--- src/rtl/uart_tx_arbiter.sv ---
// uart_tx_arbiter: packet-granular round-robin share of one uart_tx byte channel between two requesters.
// Define UART_ARB_TIMEOUT_EN to build the stalled-owner timeout release.
module uart_tx_arbiter #(
    parameter int MAX_BURST    = 64,
    parameter int TIMEOUT_CLKS = 270000
) (
    input  logic       clk,
    input  logic       rst_n,
    input  logic       req0_valid,
    input  logic [7:0] req0_data,
    input  logic       req0_last,
    output logic       req0_ready,
    input  logic       req1_valid,
    input  logic [7:0] req1_data,
    input  logic       req1_last,
    output logic       req1_ready,
    output logic [7:0] tx_data,
    output logic       tx_data_valid,
    input  logic       tx_data_ready,
    output logic [1:0] grant,
    output logic       busy,
    output logic       timeout_flag
);
    typedef enum logic [1:0] {IDLE, OWN, DRAIN} state_t;

    localparam logic [15:0] MAX_B = 16'(MAX_BURST);

    state_t      state, state_n;
    logic        last_owner, owner, own_valid, own_last, accept, tx_done, pick1, burst_hit, tmo_hit;
    logic [7:0]  own_data;
    logic [15:0] burst_cnt, burst_inc;

    assign owner      = grant[1];
    assign own_valid  = owner ? req1_valid : req0_valid;
    assign own_last   = owner ? req1_last : req0_last;
    assign own_data   = owner ? req1_data : req0_data;
    assign req0_ready = state == OWN && grant[0] && !tx_data_valid;
    assign req1_ready = state == OWN && grant[1] && !tx_data_valid;
    assign accept     = (req0_valid && req0_ready) || (req1_valid && req1_ready);
    assign tx_done    = tx_data_valid && tx_data_ready;
    // on a tie the requester that did not own the previous packet wins
    assign pick1      = req1_valid && (!req0_valid || !last_owner);
    assign burst_inc  = burst_cnt + 16'(burst_cnt != 16'hFFFF);
    assign burst_hit  = MAX_BURST != 0 && burst_inc == MAX_B;
    assign busy       = state != IDLE;

`ifdef UART_ARB_TIMEOUT_EN
    logic [31:0] idle_cnt;
    logic        idle_cyc;

    assign idle_cyc = state == OWN && !tx_data_valid && !own_valid;
    assign tmo_hit  = idle_cyc && idle_cnt + 32'd1 == 32'(TIMEOUT_CLKS);

    always_ff @(posedge clk or negedge rst_n) begin
        if (!rst_n) begin
            idle_cnt     <= '0;
            timeout_flag <= 1'b0;
        end else begin
            idle_cnt     <= (accept || state != OWN || tmo_hit) ? 32'd0 : idle_cnt + 32'(idle_cyc);
            timeout_flag <= tmo_hit;
        end
    end
`else
    assign tmo_hit      = 1'b0;
    assign timeout_flag = 1'b0 && TIMEOUT_CLKS != 0;
`endif

    always_comb begin
        state_n = state;
        case (state)
            IDLE:    state_n = (req0_valid || req1_valid) ? OWN : IDLE;
            OWN:     state_n = tmo_hit ? IDLE : (accept && (own_last || burst_hit)) ? DRAIN : OWN;
            DRAIN:   state_n = tx_done ? IDLE : DRAIN;
            default: state_n = IDLE;
        endcase
    end

    always_ff @(posedge clk or negedge rst_n) begin
        if (!rst_n) begin
            state         <= IDLE;
            grant         <= 2'b00;
            last_owner    <= 1'b1;
            burst_cnt     <= '0;
            tx_data       <= 8'h00;
            tx_data_valid <= 1'b0;
        end else begin
            state <= state_n;
            if (accept) begin
                tx_data       <= own_data;
                tx_data_valid <= 1'b1;
                burst_cnt     <= burst_inc;
            end else if (tx_done) begin
                tx_data_valid <= 1'b0;
            end
            if (state == IDLE && state_n == OWN) begin
                grant <= pick1 ? 2'b10 : 2'b01;
            end else if ((state == DRAIN && tx_done) || tmo_hit) begin
                grant      <= 2'b00;
                last_owner <= owner;
                burst_cnt  <= '0;
            end
        end
    end
endmodule

--- config.mk ---
export PLATFORM = sky130hd
export DESIGN_NAME = uart_tx_arbiter
export DESIGN_NICKNAME = d
export VERILOG_FILES = /design/src/rtl/uart_tx_arbiter.sv
export SDC_FILE = /design/constraint.sdc
export NUM_CORES = 1
export LEC_CHECK = 0
export CAP_MARGIN = 20
export CORE_MARGIN = 2
export CORE_UTILIZATION = 46
export DETAILED_ROUTE_END_ITERATION = 16
export GPL_TIMING_DRIVEN = 0
export PLACE_DENSITY = 0.79
export SLEW_MARGIN = 0
export SYNTH_ARGS = -nofsm -noshare
export SYNTH_HDL_FRONTEND = slang
export SYNTH_SLANG_ARGS = --single-unit
--- constraint.sdc ---
create_clock -name clk -period 2.47 [get_ports clk]
set_clock_uncertainty 0.15 [all_clocks]
set_input_delay 0.741 -clock clk [delete_from_list [all_inputs] [get_ports clk]]
set_output_delay 0.741 -clock clk [all_outputs]
set_load 0.1 [all_outputs]
==> out/results.txt <==
Status: finished, violations left
Failing checks: negative setup slack
Grt total ovfl: 0
Layout overhead on the synthesized area: 40.27%
CTS sink count: 30
Pint: 1.462 mW
Async set-reset flop share out of synthesis: 100.0%
Max_slew headroom: 35.67%
Combinational Power Share: 58.7%
Vias in the first global route: 1,632
Largest net degree at the start of global routing: 18
CP Cell Sequence: buf_6 -> nand4_1 -> nor2_2 -> nand2_2 -> ha_4 -> ha_4 -> nor2_2 -> o21ba_1 -> o22ai_2 -> nand4_1 -> a2111oi_4 -> a31o_1
CTS Hold Bufs: 0
Post-Place Cell Area: 2243 um^2
Data arrival, critical path: 2670 ps
Worst reg-to-reg path cell count: 12
Ant. Diodes: 0
Most used DFF post-synth: dfrtp_1
Worst Hold Depth: 2
WHS Endpoint: tx_data[1]
Gpl congestion: 0.8880
WL final: 4369 um
CP startpoint kind: register
Critical path capture point type: register
Cell area after layout: 2506 um^2
Final hold slack: 380.7 ps
Seq cells post-synth: 30
Hpwl dp: 2965 um
Worst-Skew Late Latency: 290 ps
Final period utilization: 104.8%
Most frequent cells in the layout: 30 x nor2_1, 22 x dfrtp_1, 22 x clkdlybuf4s50_1
Chip width: 66.33 um
Initial Util: 48.44%
Filler Cells Inserted: 288
Mean post-synth cell area: 9.258 um^2
TritonCTS buffer count: 5
Clk buf depth: 2
Worst path top cell family by delay: compound AO/OA/AOI/OAI gates
Antenna Nets Post-Route: 0
Synth Cell Area: 1787 um^2
Critical Path Fanout Max: 6
Maximum VDD drop: 0.8015 mV
EDFF count, synth: 0
Net switching power: 1.638 mW
WL per Instance: 14.71 um
Hold Path Origin: tx_data[1]
Worst path required time: 2560 ps
Setup WS post-layout: -118.0 ps
Syn Nets: 218
Slowest cell on the critical path: a2111oi_4
Flop pwr share: 25.3%
Most common cell after layout, fill and taps aside: nor2_1
H-tree levels: 2
Die area: 4399 um^2
Syn Inst Count: 193
Gr usage total: 22.05%
Leakage: 1.055 nW
Die Span Y: 66.33 um
Routed vias/inst: 5.428
RSZ-0062 raised after global routing: true
End of the worst register-to-register path: state[1]
Final min period: 2588 ps
WP buf/inv: 1
Sw Share: 52.84%
Yosys Warn Count: 0
1st-iter DRT viols: 144
Port-buffer cells: 36
# IOs: 38
Clk slew on worst S/H paths: 70 ps
Reg2Reg Launch Point: burst_cnt[9]
CP startpoint: burst_cnt[9]
Reg2Reg Setup Slack: -120 ps
First-pass GRT wire length: 7286 um
PD cells: 1237 nW/um^2
Endpoints failing setup: 2
CORE AREA: 3689 um^2
DRC Markers: 0
Layout cells sized above 1: 24.10%
Clk pwr share: 16.0%
Setup WS pre-CTS: -676.3 ps
Max-cap viol count: 0
CTS root buf: clkbuf_8
Via count: 1,612
Slowest Stage Delay on Critical Path: 360 ps
Sequential area share after synthesis: 42.09%
Critical path depth in cells: 12
Antenna violations before repair: 0
Initial DRT Pass Iterations: 4
Final #Nets: 273
CP Class: register to register
Worst-margin pin slew: 968.9 ps
Cell variety after synth: 42
Max frequency: 386.4 MHz
Hold Fails Final Rpt: 0
HP Class: register to register
Rows: 22
Fin. max-slew vios: 0
CTS tree: done
cells by family after synthesis:
group	Yosys count	share of synthesized area [%]
AO/OA/AOI/OAI	26	9.454
XOR/XNOR	20	9.804
flip-flops	30	42.09
multiplexers	11	6.233
AND/OR/NAND/NOR	89	27.03
other	1	0.2099
adder cells (fa/ha/maj)	2	1.400
buffers and inverters	14	3.781
state kept, by name (all words and copies together), names as in the netlist:
register       flops
burst_cnt         16
tx_data            8
grant              2
state              2
last_owner         1
tx_data_valid      1
routing by layer:
layer | part of all wire (%) | routed length, um | global-route usage [%]
met1 | 43 | 1890 | 26.15
met2 | 49 | 2145 | 35.25
met3 | 4.4 | 193 | 5.963
met4 | 3.2 | 140 | 13.52
met5 | 0 | 0 | 0
worst max-delay path by stage:
stage / endpoint / slack, ps
after floorplan: req1_ready / 1
after global placement: req1_ready / -700
after detailed placement: req1_ready / -680
after CTS: state[1] / -8
after global routing: state[1] / -180
final: state[1] / -120
stage by stage:
| stage | utilization, % | TNS, ps | total power, mW | instances |
|---|---|---|---|---|
| 3_3_place_gp | 60.07 | -5094 | 2.564 | 277 |
| 2_1_floorplan | - | 0 | 2.167 | 193 |
| 5_1_grt | 67.94 | -330.9 | 3.247 | 297 |
| 4_1_cts | 66.08 | -7.627 | 3.057 | 291 |
| 6_report | 67.94 | -207.9 | 3.099 | 297 |
| 3_5_place_dp | 60.82 | -5402 | 2.590 | 278 |
final cells by class:
cell class	count	area, um^2	area share [%]
multi-input cells	149	1045	41.69
flip-flops and latches	30	760.7	30.35
repair buffers	48	440.4	17.57
plain buffers	11	78.83	3.145
clock buffers	6	72.57	2.896
well taps	48	60.06	2.396
clock inverters	2	37.54	1.498
inverters	3	11.26	0.4493
Yosys cell counts, types with 5 or more instances:
| library cell | number | area (um^2) |
|---|---|---|
| nor3_1 | 5 | 25.02 |
| dfrtp_1 | 29 | 725.7 |
| xor2_1 | 11 | 96.34 |
| mux2i_1 | 10 | 100.1 |
| nand3_1 | 6 | 30.03 |
| nand4_1 | 8 | 50.05 |
| buf_2 | 6 | 30.03 |
| a21oi_1 | 12 | 60.06 |
| nand2_1 | 13 | 48.80 |
| nor2_1 | 33 | 123.9 |
| xnor2_1 | 9 | 78.83 |
power by group through the flow:
stage | Clock (mW) | Sequential, mW | Combinational, mW
4_1_cts | 0.491 | 0.773 | 1.79
3_5_place_dp | 0 | 0.773 | 1.82
2_1_floorplan | 0 | 1.39 | 0.782
5_1_grt | 0.519 | 0.809 | 1.92
6_report | 0.494 | 0.786 | 1.82
3_3_place_gp | 0 | 0.771 | 1.79
tightest hold or removal path: cells and delay by family, from the launching register on:
kind	cells	cell delay (ps)
AND/OR/NAND/NOR	1	50
flip-flops	1	340
AO/OA/AOI/OAI	1	100
repair_timing:
action | CTS | global route
endpoints found under the hold margin | 0 | 0
pin swaps | 8 | 6
resized for setup | 40 | 19
buffers inserted | 5 | 6
endpoints found under the setup margin | 16 | 16
(Power assumes the default switching activity.)
